### src/rtl/ysyx_220053_div_seq_if.sv
// Request/result bundle between the execute unit and the sequential divider.
interface ysyx_220053_div_seq_if #(
  parameter int XLEN = 64
);
  logic            flush;
  logic            in_valid;
  logic            in_ready;
  logic [XLEN-1:0] dividend;
  logic [XLEN-1:0] divisor;
  logic            div_signed;
  logic            div_word;
  logic            div_rem;
  logic            out_valid;
  logic            out_ready;
  logic [XLEN-1:0] result;
  logic            busy;

  modport master (
    output flush, in_valid, dividend, divisor,
    output div_signed, div_word, div_rem, out_ready,
    input  in_ready, out_valid, result, busy
  );

  modport slave (
    input  flush, in_valid, dividend, divisor,
    input  div_signed, div_word, div_rem, out_ready,
    output in_ready, out_valid, result, busy
  );
endinterface

### src/rtl/ysyx_220053_div_seq.sv
// Radix-2 restoring divider for RV64M DIV/REM and W variants.
// Define YSYX_220053_DIV_FASTPATH_EN to bypass CALC on trivial operands.
module ysyx_220053_div_seq #(
  parameter int XLEN = 64
) (
  input  logic                  clk,
  input  logic                  rst,
  ysyx_220053_div_seq_if.slave  io
);
  localparam int HW = XLEN / 2;
  localparam int CW = $clog2(XLEN + 1);

  typedef enum logic [1:0] {IDLE, CALC, FIX, DONE} state_t;

  state_t          state, state_nx;
  logic [CW-1:0]   cnt;
  logic            fix_ph;
  logic [XLEN-1:0] quo, rem, dmag, a_ext;
  logic            q_neg, r_neg, op_word, op_rem, dz, ov;
  logic [XLEN-1:0] res;

  logic [XLEN-1:0] a_in, b_in, a_mag, b_mag;
  logic            a_neg, b_neg, in_dz, in_ov;
  logic            accept, fast;
  logic [XLEN:0]   sh;
  logic            ge;
  logic [XLEN-1:0] dlo, pick, fin;

  always_comb begin
    if (io.div_word) begin
      a_in = {{HW{io.div_signed & io.dividend[HW-1]}},
              io.dividend[HW-1:0]};
      b_in = {{HW{io.div_signed & io.divisor[HW-1]}},
              io.divisor[HW-1:0]};
    end else begin
      a_in = io.dividend;
      b_in = io.divisor;
    end
    a_neg = io.div_signed & a_in[XLEN-1];
    b_neg = io.div_signed & b_in[XLEN-1];
    a_mag = a_neg ? -a_in : a_in;
    b_mag = b_neg ? -b_in : b_in;
    in_dz = (b_in == '0);
    in_ov = io.div_signed & (b_in == '1) &
            (io.div_word ?
              (a_in == {{(HW+1){1'b1}}, {(HW-1){1'b0}}}) :
              (a_in == {1'b1, {(XLEN-1){1'b0}}}));
`ifdef YSYX_220053_DIV_FASTPATH_EN
    fast = in_dz | in_ov | (a_mag < b_mag);
`else
    fast = 1'b0;
`endif
  end

  assign accept = (state == IDLE) & io.in_valid & ~io.flush;

  // rem < dmag always holds, so a successful trial fits in XLEN bits
  always_comb begin
    sh  = {rem, quo[XLEN-1]};
    ge  = (sh >= {1'b0, dmag});
    dlo = sh[XLEN-1:0] - dmag;
  end

  always_comb begin
    pick = op_rem ? rem : quo;
    if (dz)      pick = op_rem ? a_ext : '1;
    else if (ov) pick = op_rem ? '0 : a_ext;
    fin = op_word ? {{HW{pick[HW-1]}}, pick[HW-1:0]} : pick;
  end

  always_ff @(posedge clk or posedge rst) begin
    if (rst) state <= IDLE;
    else     state <= state_nx;
  end

  always_comb begin
    state_nx = state;
    unique case (state)
      IDLE: if (accept) state_nx = fast ? FIX : CALC;
      CALC: if (cnt == CW'(1)) state_nx = FIX;
      FIX:  if (fix_ph) state_nx = DONE;
      DONE: if (io.out_ready) state_nx = IDLE;
      default: state_nx = IDLE;
    endcase
    if (io.flush) state_nx = IDLE;
  end

  // FIX is two cycles: sign restore, then select/extend into result
  always_ff @(posedge clk or posedge rst) begin
    if (rst) begin
      cnt     <= '0;
      fix_ph  <= 1'b0;
      quo     <= '0;
      rem     <= '0;
      dmag    <= '0;
      a_ext   <= '0;
      q_neg   <= 1'b0;
      r_neg   <= 1'b0;
      op_word <= 1'b0;
      op_rem  <= 1'b0;
      dz      <= 1'b0;
      ov      <= 1'b0;
      res     <= '0;
    end else if (io.flush) begin
      cnt    <= '0;
      fix_ph <= 1'b0;
    end else begin
      unique case (state)
        IDLE: if (accept) begin
          cnt     <= io.div_word ? CW'(HW) : CW'(XLEN);
          fix_ph  <= 1'b0;
          quo     <= fast ? '0 :
                     (io.div_word ? (a_mag << HW) : a_mag);
          rem     <= fast ? a_mag : '0;
          dmag    <= b_mag;
          a_ext   <= a_in;
          q_neg   <= a_neg ^ b_neg;
          r_neg   <= a_neg;
          op_word <= io.div_word;
          op_rem  <= io.div_rem;
          dz      <= in_dz;
          ov      <= in_ov;
        end
        CALC: begin
          cnt <= cnt - 1'b1;
          quo <= {quo[XLEN-2:0], ge};
          rem <= ge ? dlo : sh[XLEN-1:0];
        end
        FIX: begin
          if (!fix_ph) begin
            quo    <= q_neg ? -quo : quo;
            rem    <= r_neg ? -rem : rem;
            fix_ph <= 1'b1;
          end else begin
            res    <= fin;
            fix_ph <= 1'b0;
          end
        end
        default: ;
      endcase
    end
  end

  assign io.in_ready  = (state == IDLE);
  assign io.out_valid = (state == DONE);
  assign io.busy      = (state == CALC) | (state == DONE);
  assign io.result    = res;
endmodule

### src/flat_wrapper.sv
// flat-port wrapper written by rule: the top's interface ports become plain ports
module ysyx_220053_div_seq_flat 
#(
  parameter int XLEN = 64
)
  (clk, rst, io_flush, io_in_valid, io_dividend, io_divisor, io_div_signed, io_div_word, io_div_rem, io_out_ready, io_in_ready, io_out_valid, io_result, io_busy);
  ysyx_220053_div_seq_if #(.XLEN(XLEN)) io_i ();
  input  logic clk;
  input  logic rst;
  input wire logic [$bits(io_i.flush)-1:0] io_flush;
  input wire logic [$bits(io_i.in_valid)-1:0] io_in_valid;
  input wire logic [$bits(io_i.dividend)-1:0] io_dividend;
  input wire logic [$bits(io_i.divisor)-1:0] io_divisor;
  input wire logic [$bits(io_i.div_signed)-1:0] io_div_signed;
  input wire logic [$bits(io_i.div_word)-1:0] io_div_word;
  input wire logic [$bits(io_i.div_rem)-1:0] io_div_rem;
  input wire logic [$bits(io_i.out_ready)-1:0] io_out_ready;
  output wire logic [$bits(io_i.in_ready)-1:0] io_in_ready;
  output wire logic [$bits(io_i.out_valid)-1:0] io_out_valid;
  output wire logic [$bits(io_i.result)-1:0] io_result;
  output wire logic [$bits(io_i.busy)-1:0] io_busy;
  assign io_i.flush = io_flush;
  assign io_i.in_valid = io_in_valid;
  assign io_i.dividend = io_dividend;
  assign io_i.divisor = io_divisor;
  assign io_i.div_signed = io_div_signed;
  assign io_i.div_word = io_div_word;
  assign io_i.div_rem = io_div_rem;
  assign io_i.out_ready = io_out_ready;
  assign io_in_ready = io_i.in_ready;
  assign io_out_valid = io_i.out_valid;
  assign io_result = io_i.result;
  assign io_busy = io_i.busy;
  ysyx_220053_div_seq #(.XLEN(XLEN)) u_core (.clk(clk), .rst(rst), .io(io_i));
endmodule
### config.mk
export PLATFORM = sky130hd
export DESIGN_NAME = ysyx_220053_div_seq_flat
export DESIGN_NICKNAME = d
export VERILOG_FILES = /design/src/rtl/ysyx_220053_div_seq_if.sv /design/src/rtl/ysyx_220053_div_seq.sv /design/src/flat_wrapper.sv
export SDC_FILE = /design/constraint.sdc
export NUM_CORES = 1
export LEC_CHECK = 0
export BUFFER_PORTS_ARGS = -buffer_cell sky130_fd_sc_hd__buf_2
export CAP_MARGIN = 20
export CORE_UTILIZATION = 60
export DETAILED_ROUTE_END_ITERATION = 12
export PLACE_DENSITY = 0.79
export SLEW_MARGIN = 20
export SYNTH_ARGS = -nofsm -noshare
export SYNTH_HDL_FRONTEND = slang
export SYNTH_SLANG_ARGS = --single-unit
### constraint.sdc
create_clock -name clk -period 24.1 [get_ports clk]
set_input_delay 1.205 -clock clk [delete_from_list [all_inputs] [get_ports clk]]
set_output_delay 1.205 -clock clk [all_outputs]
set_load 0.03 [all_outputs]
==> results of run 1 <==
-- synthesized netlist by cell type, types with 13 or more instances --
library cell                 n
sky130_fd_sc_hd__nand2_1   555
sky130_fd_sc_hd__a21oi_1   408
sky130_fd_sc_hd__o21ai_0   400
sky130_fd_sc_hd__nor2_1    349
sky130_fd_sc_hd__dfrtp_1   336
sky130_fd_sc_hd__clkbuf_1  272
sky130_fd_sc_hd__inv_1     114
sky130_fd_sc_hd__nor3_1    108
sky130_fd_sc_hd__xnor2_1   101
sky130_fd_sc_hd__xor2_1     79
sky130_fd_sc_hd__ha_1       76
sky130_fd_sc_hd__a21o_1     59
sky130_fd_sc_hd__a22oi_1    59
sky130_fd_sc_hd__a22o_1     53
sky130_fd_sc_hd__nand3_1    49
sky130_fd_sc_hd__nand4_1    48
sky130_fd_sc_hd__o221ai_1   47
sky130_fd_sc_hd__nor4_1     44
sky130_fd_sc_hd__o31ai_1    44
sky130_fd_sc_hd__a31oi_1    38
sky130_fd_sc_hd__a221oi_1   33
sky130_fd_sc_hd__or3_1      31
sky130_fd_sc_hd__o221a_2    29
sky130_fd_sc_hd__nand3b_1   26
sky130_fd_sc_hd__and3_1     21
sky130_fd_sc_hd__a211oi_1   19
sky130_fd_sc_hd__nand2b_1   19
sky130_fd_sc_hd__buf_1      17
sky130_fd_sc_hd__nor2b_1    16
sky130_fd_sc_hd__mux2i_1    15
sky130_fd_sc_hd__o211ai_1   14
sky130_fd_sc_hd__o21bai_1   14
sky130_fd_sc_hd__o311ai_0   13
sky130_fd_sc_hd__or2_2      13
sky130_fd_sc_hd__or4_1      13
-- worst register-to-register path, cell delays in order, from the launching register on --
cell                       delay, ns
sky130_fd_sc_hd__dfrtp_1        0.47
sky130_fd_sc_hd__ha_1           0.40
sky130_fd_sc_hd__nand2_1        0.10
sky130_fd_sc_hd__nor3b_1        0.93
sky130_fd_sc_hd__nand4b_1       0.25
sky130_fd_sc_hd__nor3_1         0.19
sky130_fd_sc_hd__nand2_1        0.16
sky130_fd_sc_hd__o21ai_0        0.46
sky130_fd_sc_hd__a21o_1         0.81
sky130_fd_sc_hd__mux2_2         0.43
sky130_fd_sc_hd__a21oi_1        0.14
sky130_fd_sc_hd__a21oi_1        0.06
-- through the flow --
| stage | worst slack, ns | area [um^2] | hold slack [ns] |
|---|---|---|---|
| 3_3_place_gp | 19.47 | 28150 | 0.4619 |
| 2_1_floorplan | 13.59 | 27170 | 0.4432 |
| 4_1_cts | 19.77 | 29500 | 0.4797 |
| 6_report | 19.58 | 29500 | 0.4759 |
| 3_5_place_dp | 19.39 | 28150 | 0.4671 |
| 5_1_grt | 19.42 | 29500 | 0.4989 |
-- cell type report --
class                   count  area [um^2]  share of cell area [%]
multi-input cells        2949        17250                   58.46
flip-flops and latches    336         8417                   28.53
repair buffers            240         1309                   4.437
clock buffers              54         1114                   3.775
well taps                 592        740.7                   2.511
inverters                 116        442.9                   1.502
clock inverters            19        227.7                  0.7720
diodes                      1        2.502                0.008483
-- registers in the layout, summed over array words and instances, names as in the netlist --
signal            flops
u_core.rem           64
u_core.r_neg          1
u_core.a_ext         64
u_core.ov             1
u_core.quo           64
u_core.dmag          64
u_core.dz             1
u_core.op_word        1
u_core.state          2
u_core.io.result     64
u_core.fix_ph         1
u_core.op_rem         1
u_core.q_neg          1
u_core.cnt            7
-- metal layers --
metal	part of all wire (%)	track usage, %	vias to the layer above	routed length (um)
met5	0.013	0	-	13
met3	13	10.63	314	12880
met2	44	65.63	2097	44970
met4	4.9	20.17	2	5060
li1	-	-	13340	-
met1	39	58.71	14230	40070
-- cells in the final DEF (no fill, tap or decap), drive strengths merged, types with 76 or more instances in the layout --
| cell type | count |
|---|---|
| a21oi | 408 |
| buf | 240 |
| dfrtp | 336 |
| ha | 76 |
| inv | 117 |
| nand2 | 555 |
| nor2 | 350 |
| nor3 | 111 |
| o21ai | 403 |
| xnor2 | 101 |
| xor2 | 79 |
-- kinds of logic (layout without fill, tap and decap cells) --
| logic type | after synthesis | after routing | synth area share [%] |
|---|---|---|---|
| and+or+nand+nor | 1353 | 1353 | 22.94 |
| AOI/OAI and AO/OA | 1320 | 1320 | 30.25 |
| buffers and inverters | 410 | 429 | 5.757 |
| DFF | 336 | 336 | 30.95 |
| xor gates and xnor gates | 180 | 180 | 5.803 |
| adders and majority gates | 77 | 77 | 3.574 |
| muxes | 19 | 19 | 0.7184 |
| other | 0 | 1 | 0 |
-- worst min path at each step --
stage	to	slack, ns	depth (start not counted)
floorplan	u_core.dmag[51]	0.44	2
global placement	u_core.io.result[9]	0.46	2
detailed placement	u_core.io.result[21]	0.47	2
CTS	u_core.io.result[21]	0.48	2
global route	u_core.dmag[31]	0.50	2
finish	u_core.dmag[32]	0.48	2
-- power by group through the flow --
stage | Combinational (mW) | Clock, mW | Sequential (mW)
2_1_floorplan | 1.84 | 0 | 0.958
3_3_place_gp | 2.40 | 0 | 1.02
3_5_place_dp | 2.45 | 0 | 1.04
4_1_cts | 2.47 | 0.637 | 1.03
5_1_grt | 2.76 | 0.658 | 1.06
6_report | 2.56 | 0.637 | 1.05
==> results.rst, run 1 <==
.. list-table::
   :header-rows: 1

   * - Metric
     - Value
   * - Run status
     - completed
   * - Setup repair after global routing missed its margin
     - no
   * - Global placer's final weighted congestion
     - 1.026
   * - Final-report setup violation count
     - 0
   * - Maximum fanout along the worst path
     - 17
   * - Detailed-router iteration count before antenna repair
     - 6
   * - Post-detailed-route via-to-cell ratio
     - 6.960
   * - Total routed wirelength
     - 103000 um
   * - Number of buffers added to fix hold violations after cts
     - 0
   * - Startpoint of the worst-slack reg-to-reg timing path
     - u_core.rem[60]
   * - Part of the cycle the worst path needs
     - 18.75%
   * - Top post-synthesis cells by area
     - sky130_fd_sc_hd__dfrtp_1 31%, sky130_fd_sc_hd__nand2_1 7.7%, sky130_fd_sc_hd__a21oi_1 7.5%
   * - Layout overhead on the synthesized area
     - 8.580%
   * - Count of nets after finishing
     - 3896
   * - Reg-to-reg slack, setup
     - 19.58 ns
   * - # rows
     - 77
   * - Layout filler cell count
     - 3833
   * - CTS sink count
     - 336
   * - Number of levels in the clock H-tree
     - 2
   * - Most area-hungry cell type in the Yosys netlist
     - sky130_fd_sc_hd__dfrtp_1
   * - Crit path launch
     - u_core.rem[60]
   * - Critical path depth in cells
     - 11
   * - CP max stage cell
     - sky130_fd_sc_hd__nor3b_1
   * - Rel. slew slack
     - 18.98%
   * - Total track usage
     - 43.50%
   * - Leakage power of the design
     - 12.82 nW
   * - Count of pins on the block boundary
     - 203
   * - Skew final
     - 0.02938 ns
   * - Post-synthesis average cell area
     - 7.352 um^2
   * - Minimum clock period after layout
     - 4.518 ns
   * - Final Hold Fails
     - 0
   * - Largest net degree at the start of global routing
     - 165
   * - Critical path's top delay family
     - simple AND/OR/NAND/NOR gates
   * - Maximum count of clock buffers along a single path
     - 3
   * - Cell Chain, Critical Path
     - ha_1, nand2_1, nor3b_1, nand4b_1, nor3_1, nand2_1, o21ai_0, a21o_1, mux2_2, a21oi_1, a21oi_1
   * - Mean routed wirelength per cell
     - 23.91 um
   * - Combinational share of power
     - 60.3%
   * - Yosys reg bits
     - 336
   * - Req. time, crit path
     - 24.57 ns
   * - DP Cell Count
     - 4233
   * - Share of the synthesized area in the top cell type
     - 30.95%
   * - Type of the worst setup path
     - reg2reg
   * - Post-synthesis instance total
     - 3695
   * - Worst hold-check path type
     - reg2reg
   * - Number of pins exceeding their max-slew limit in the final report
     - 0
   * - Count of flip-flops with a built-in enable after synthesis
     - 0
   * - Post-synthesis cell area
     - 27170 um^2
   * - Delay of the slowest cell on the worst path
     - 0.93 ns
   * - Reported max-cap violation count
     - 0
   * - Global-route wire length before repair
     - 158800 um
   * - Post-cts resize count
     - 0
   * - CTS root buf
     - sky130_fd_sc_hd__clkbuf_16
   * - Initial cell density of the core
     - 61.17%
   * - Number of cells on the worst reg-to-reg path
     - 11
   * - Fraction of the yosys area taken by sequential cells
     - 30.95%
   * - Actual transition at the worst max-transition pin
     - 1.211 ns
   * - Peak supply drop
     - 0.0001488 V
   * - Pwr Total
     - 4.239 mW
   * - Yosys warning total
     - 0
   * - Register clock-pin slew on the reported worst setup and hold paths
     - 0.06 ns
   * - Vias in the first global route
     - 27740
   * - Fraction of layout instances using a drive strength above 1
     - 10.37%
   * - Detailed router's first-iteration violation count
     - 4400
   * - Critical Path End Type
     - flip-flop
   * - Worst-Skew Late Latency
     - 0.59 ns
   * - Top_reg_cell synth
     - sky130_fd_sc_hd__dfrtp_1
   * - Count of buffer and inverter cells on the critical path
     - 0
   * - Number of CTS-inserted buffers
     - 40
   * - Die extent in x
     - 214.8 um
   * - Power density over the cells
     - 143.7 nW/um^2
   * - Remaining Overflow, GRT
     - 0
   * - Number of antenna violations at the first check in global routing
     - 4
   * - Share of synthesized registers carrying an async set or reset
     - 100.0%
   * - Final cell utilization of the core
     - 66.42%
   * - Antenna viol nets, final
     - 0
   * - Clock share of power
     - 15.0%
   * - Final cell count without fillers
     - 4307
   * - Port bufs
     - 202
   * - Min-delay src
     - u_core.dmag[32]
   * - Number of unique standard cell types used by synthesis
     - 84
   * - Syn_nets
     - 3908
   * - Setup crit start kind
     - flip-flop
   * - Capturing point of the worst reg2reg path
     - u_core.rem[44]
   * - Fmax achieved
     - 221.3 MHz
   * - Internal
     - 1.994 mW
   * - Fin Setup TNS
     - 0 ns
   * - Power dissipated by switching net loads
     - 2.245 mW
   * - DRC violations left
     - 0
   * - Number of vias after detailed routing
     - 29980
   * - Post-CTS setup-driven buffer insertion count
     - 0
   * - Sw frac
     - 52.96%
   * - Half-perimeter wire length after detailed placement
     - 73680 um
   * - Die height
     - 214.8 um
   * - Clock tree from TritonCTS
     - done
   * - Reg power frac
     - 24.7%
   * - Last element of the critical path
     - u_core.rem[44]
   * - Area of the placeable core
     - 44410 um^2
   * - Area of the die
     - 46130 um^2
   * - Arrival @ worst endpoint
     - 4.99 ns
No activity file was read; power rests on OpenSTA's default activity.
==> run 2: changes to the inputs <==
Settings changed: CORE_UTILIZATION 60 to 56, PLACE_DENSITY 0.79 to 0.77.
Clock period 24.1 ns to 3.85 ns, I/O delays scaled along.
==> results.rst, run 2 (synthesis results as in run 1) <==
.. list-table::
   :header-rows: 1

   * - Metric
     - Value
   * - CP most frequent cell
     - sky130_fd_sc_hd__or4_4
   * - Antenna viol nets, final
     - 0 (unchanged)
   * - Detailed router's first-iteration violation count
     - 4518 (+2.7%)
   * - Die extent in x
     - 222.3 um (+3.5%)
   * - Skew final
     - 0.02860 ns (-0.0007792 ns)
   * - Cell Chain, Critical Path
     - nor4_4, nand3b_1, or4_4, or3_1, nor3_4, nand3_2, or4_4, nor2_1, nor3_1, a221o_1
   * - Global-route wire length before repair
     - 156100 um (-1.7%)
   * - Post-detailed-route via-to-cell ratio
     - 6.724 (-3.4%)
   * - Number of CTS-inserted buffers
     - 40 (unchanged)
   * - Leakage power of the design
     - 13.57 nW (+5.8%)
   * - Clock tree from TritonCTS
     - done
   * - Arrival @ worst endpoint
     - 4.17 ns (-0.82 ns)
   * - Setup Slack @ Placement
     - 0.2396 ns (-19.15 ns)
   * - Fmax achieved
     - 271.1 MHz (+22%)
   * - Number of vias after detailed routing
     - 30100 (+0.40%)
   * - Delay of the slowest cell on the worst path
     - 0.57 ns (-0.36 ns)
   * - Area of the placeable core
     - 47750 um^2 (+7.5%)
   * - DRC violations left
     - 0 (unchanged)
   * - Total track usage
     - 40.04% (-3.5 points)
   * - Count of pins on the block boundary
     - 203 (unchanged)
   * - Largest net degree at the start of global routing
     - 106 (-36%)
   * - Worst setup slack after layout
     - 0.1613 ns (-19.42 ns)
   * - Port bufs
     - 202 (unchanged)
   * - Most used cells in the layout excluding fill and tap cells
     - 554 x sky130_fd_sc_hd__nand2_1, 406 x sky130_fd_sc_hd__a21oi_1, 400 x sky130_fd_sc_hd__o21ai_0
   * - CP max stage cell
     - sky130_fd_sc_hd__or3_1
   * - Total routed wirelength
     - 100800 um (-2.2%)
   * - Top layer used by detailed routing
     - met5
   * - Power density over the cells
     - 878.4 nW/um^2 (+510%)
   * - Number of antenna violations at the first check in global routing
     - 2 (-2)
   * - Req. time, crit path
     - 4.33 ns (-20.24 ns)
   * - Worst hold-check path type
     - in2reg
   * - Post-route design area
     - 30990 um^2 (+5.1%)
   * - Maximum fanout along the worst path
     - 11 (-6)
   * - Final cell count without fillers
     - 4476 (+3.9%)
   * - Rel. slew slack
     - 24.44% (+5.5 points)
   * - Actual transition at the worst max-transition pin
     - 1.132 ns (-0.07863 ns)
   * - Vias in the first global route
     - 27260 (-1.7%)
   * - Half-perimeter wire length after detailed placement
     - 72060 um (-2.2%)
   * - # rows
     - 80 (+3.9%)
   * - Final Hold Fails
     - 0 (unchanged)
   * - Final-report setup violation count
     - 0 (unchanged)
   * - Part of the cycle the worst path needs
     - 95.81% (+77 points)
   * - Global placer's final weighted congestion
     - 0.9994 (-2.6%)
   * - Peak supply drop
     - 0.001127 V (+660%)
   * - Run status
     - completed
   * - Met3 wire length
     - 12070 um (-6.2%)
   * - Reported max-cap violation count
     - 0 (unchanged)
   * - Setup crit start kind
     - flip-flop
   * - Count of nets after finishing
     - 4042 (+3.7%)
   * - Die height
     - 222.3 um (+3.5%)
   * - Critical Path End Type
     - flip-flop
   * - Remaining Overflow, GRT
     - 0 (unchanged)
   * - Fraction of layout instances using a drive strength above 1
     - 12.31% (+1.9 points)
   * - Area of the die
     - 49400 um^2 (+7.1%)
   * - Register clock-pin slew on the reported worst setup and hold paths
     - 0.06 ns (about the same)
   * - Number of levels in the clock H-tree
     - 2 (unchanged)
   * - Initial cell density of the core
     - 56.90% (-4.3 points)
   * - Leading cell type in the layout, fill and taps excluded
     - sky130_fd_sc_hd__nand2_1
   * - Mean routed wirelength per cell
     - 22.51 um (-5.9%)
   * - Detailed-router iteration count before antenna repair
     - 7 (+1)
   * - Maximum count of clock buffers along a single path
     - 3 (unchanged)
   * - Number of pins exceeding their max-slew limit in the final report
     - 0 (unchanged)
   * - Minimum clock period after layout
     - 3.689 ns (-0.8294 ns)
   * - CTS root buf
     - sky130_fd_sc_hd__clkbuf_16
   * - Post-DP Area
     - 28840 um^2 (+2.4%)
   * - CTS sink count
     - 336 (unchanged)
   * - Layout filler cell count
     - 4206 (+9.7%)
   * - DP Cell Count
     - 4331 (+2.3%)
   * - Type of the worst setup path
     - reg2reg
   * - Met2 wire len
     - 42770 um (-4.9%)
   * - Final cell utilization of the core
     - 64.91% (-1.5 points)
   * - Layout overhead on the synthesized area
     - 14.08%
   * - Worst-Skew Late Latency
     - 0.60 ns (about the same)
   * - Post-CTS setup-driven buffer insertion count
     - 0 (unchanged)
   * - M1 WL
     - 40020 um (-0.12%)
## run 2: worst max-delay path: cells and delay by family (launching register included)
kind,cells,cell delay (ns)
and+or+nand+nor,9,2.77
DFF,1,0.52
AOI/OAI and AO/OA,1,0.27
## run 2: metal layers
layer	vias to the layer above	GRT usage [%]
li1	13650	-
met3	340	8.701
met1	14130	55.18
met5	-	0
met2	1971	59.11
met4	2	20.27
## run 2: path summary, 6_finish.rpt
path	endpoint	slack, ns	startpoint	depth (start not counted)
setup reg to reg	u_core.rem[61]	0.16	u_core.rem[4]	10
hold reg to reg	u_core.io.result[30]	0.48	u_core.io.result[30]	2
setup / recovery	u_core.rem[61]	0.16	u_core.rem[4]	10
min in group asynchronous	u_core.quo[7]	0.23	rst	3
hold / removal	u_core.a_ext[47]	0.006	io_dividend[47]	3
max in group asynchronous	u_core.a_ext[46]	2.51	rst	4
## run 2: what timing repair did
item                                    4_1_cts  5_1_grt
endpoints found under the hold margin        97        0
hold buffers                                 71        0
gates resized for setup                       0        6
endpoints found under the setup margin        0        7
## run 2: cell type report
type | count | area [um^2] | area share, %
diodes | 1 | 2.502 | 0.008074
clock buffers | 49 | 1136 | 3.666
clock inverters | 24 | 282.8 | 0.9124
inverters | 116 | 439.2 | 1.417
multi-input cells | 2949 | 17260 | 55.70
flip-flops and latches | 336 | 8418 | 27.16
well taps | 615 | 769.5 | 2.483
repair buffers | 386 | 2683 | 8.656
## run 2: power breakdown
part | internal, mW | total [mW] | switching, mW
Sequential | 4.81 | 6.45 | 1.63
Combinational | 5.97 | 16.6 | 10.7
Clock | 2.45 | 4.16 | 1.71
## run 2: stage by stage
stage	setup TNS, ns	power [mW]	hold slack (ns)
2_1_floorplan	-279.92	17.50	0.2979
4_1_cts	0	26.60	0.0007990
3_3_place_gp	0	22.18	0.3043
6_report	0	27.22	0.006055
5_1_grt	-0.1473	28.93	0.01605
3_5_place_dp	0	22.33	0.3154
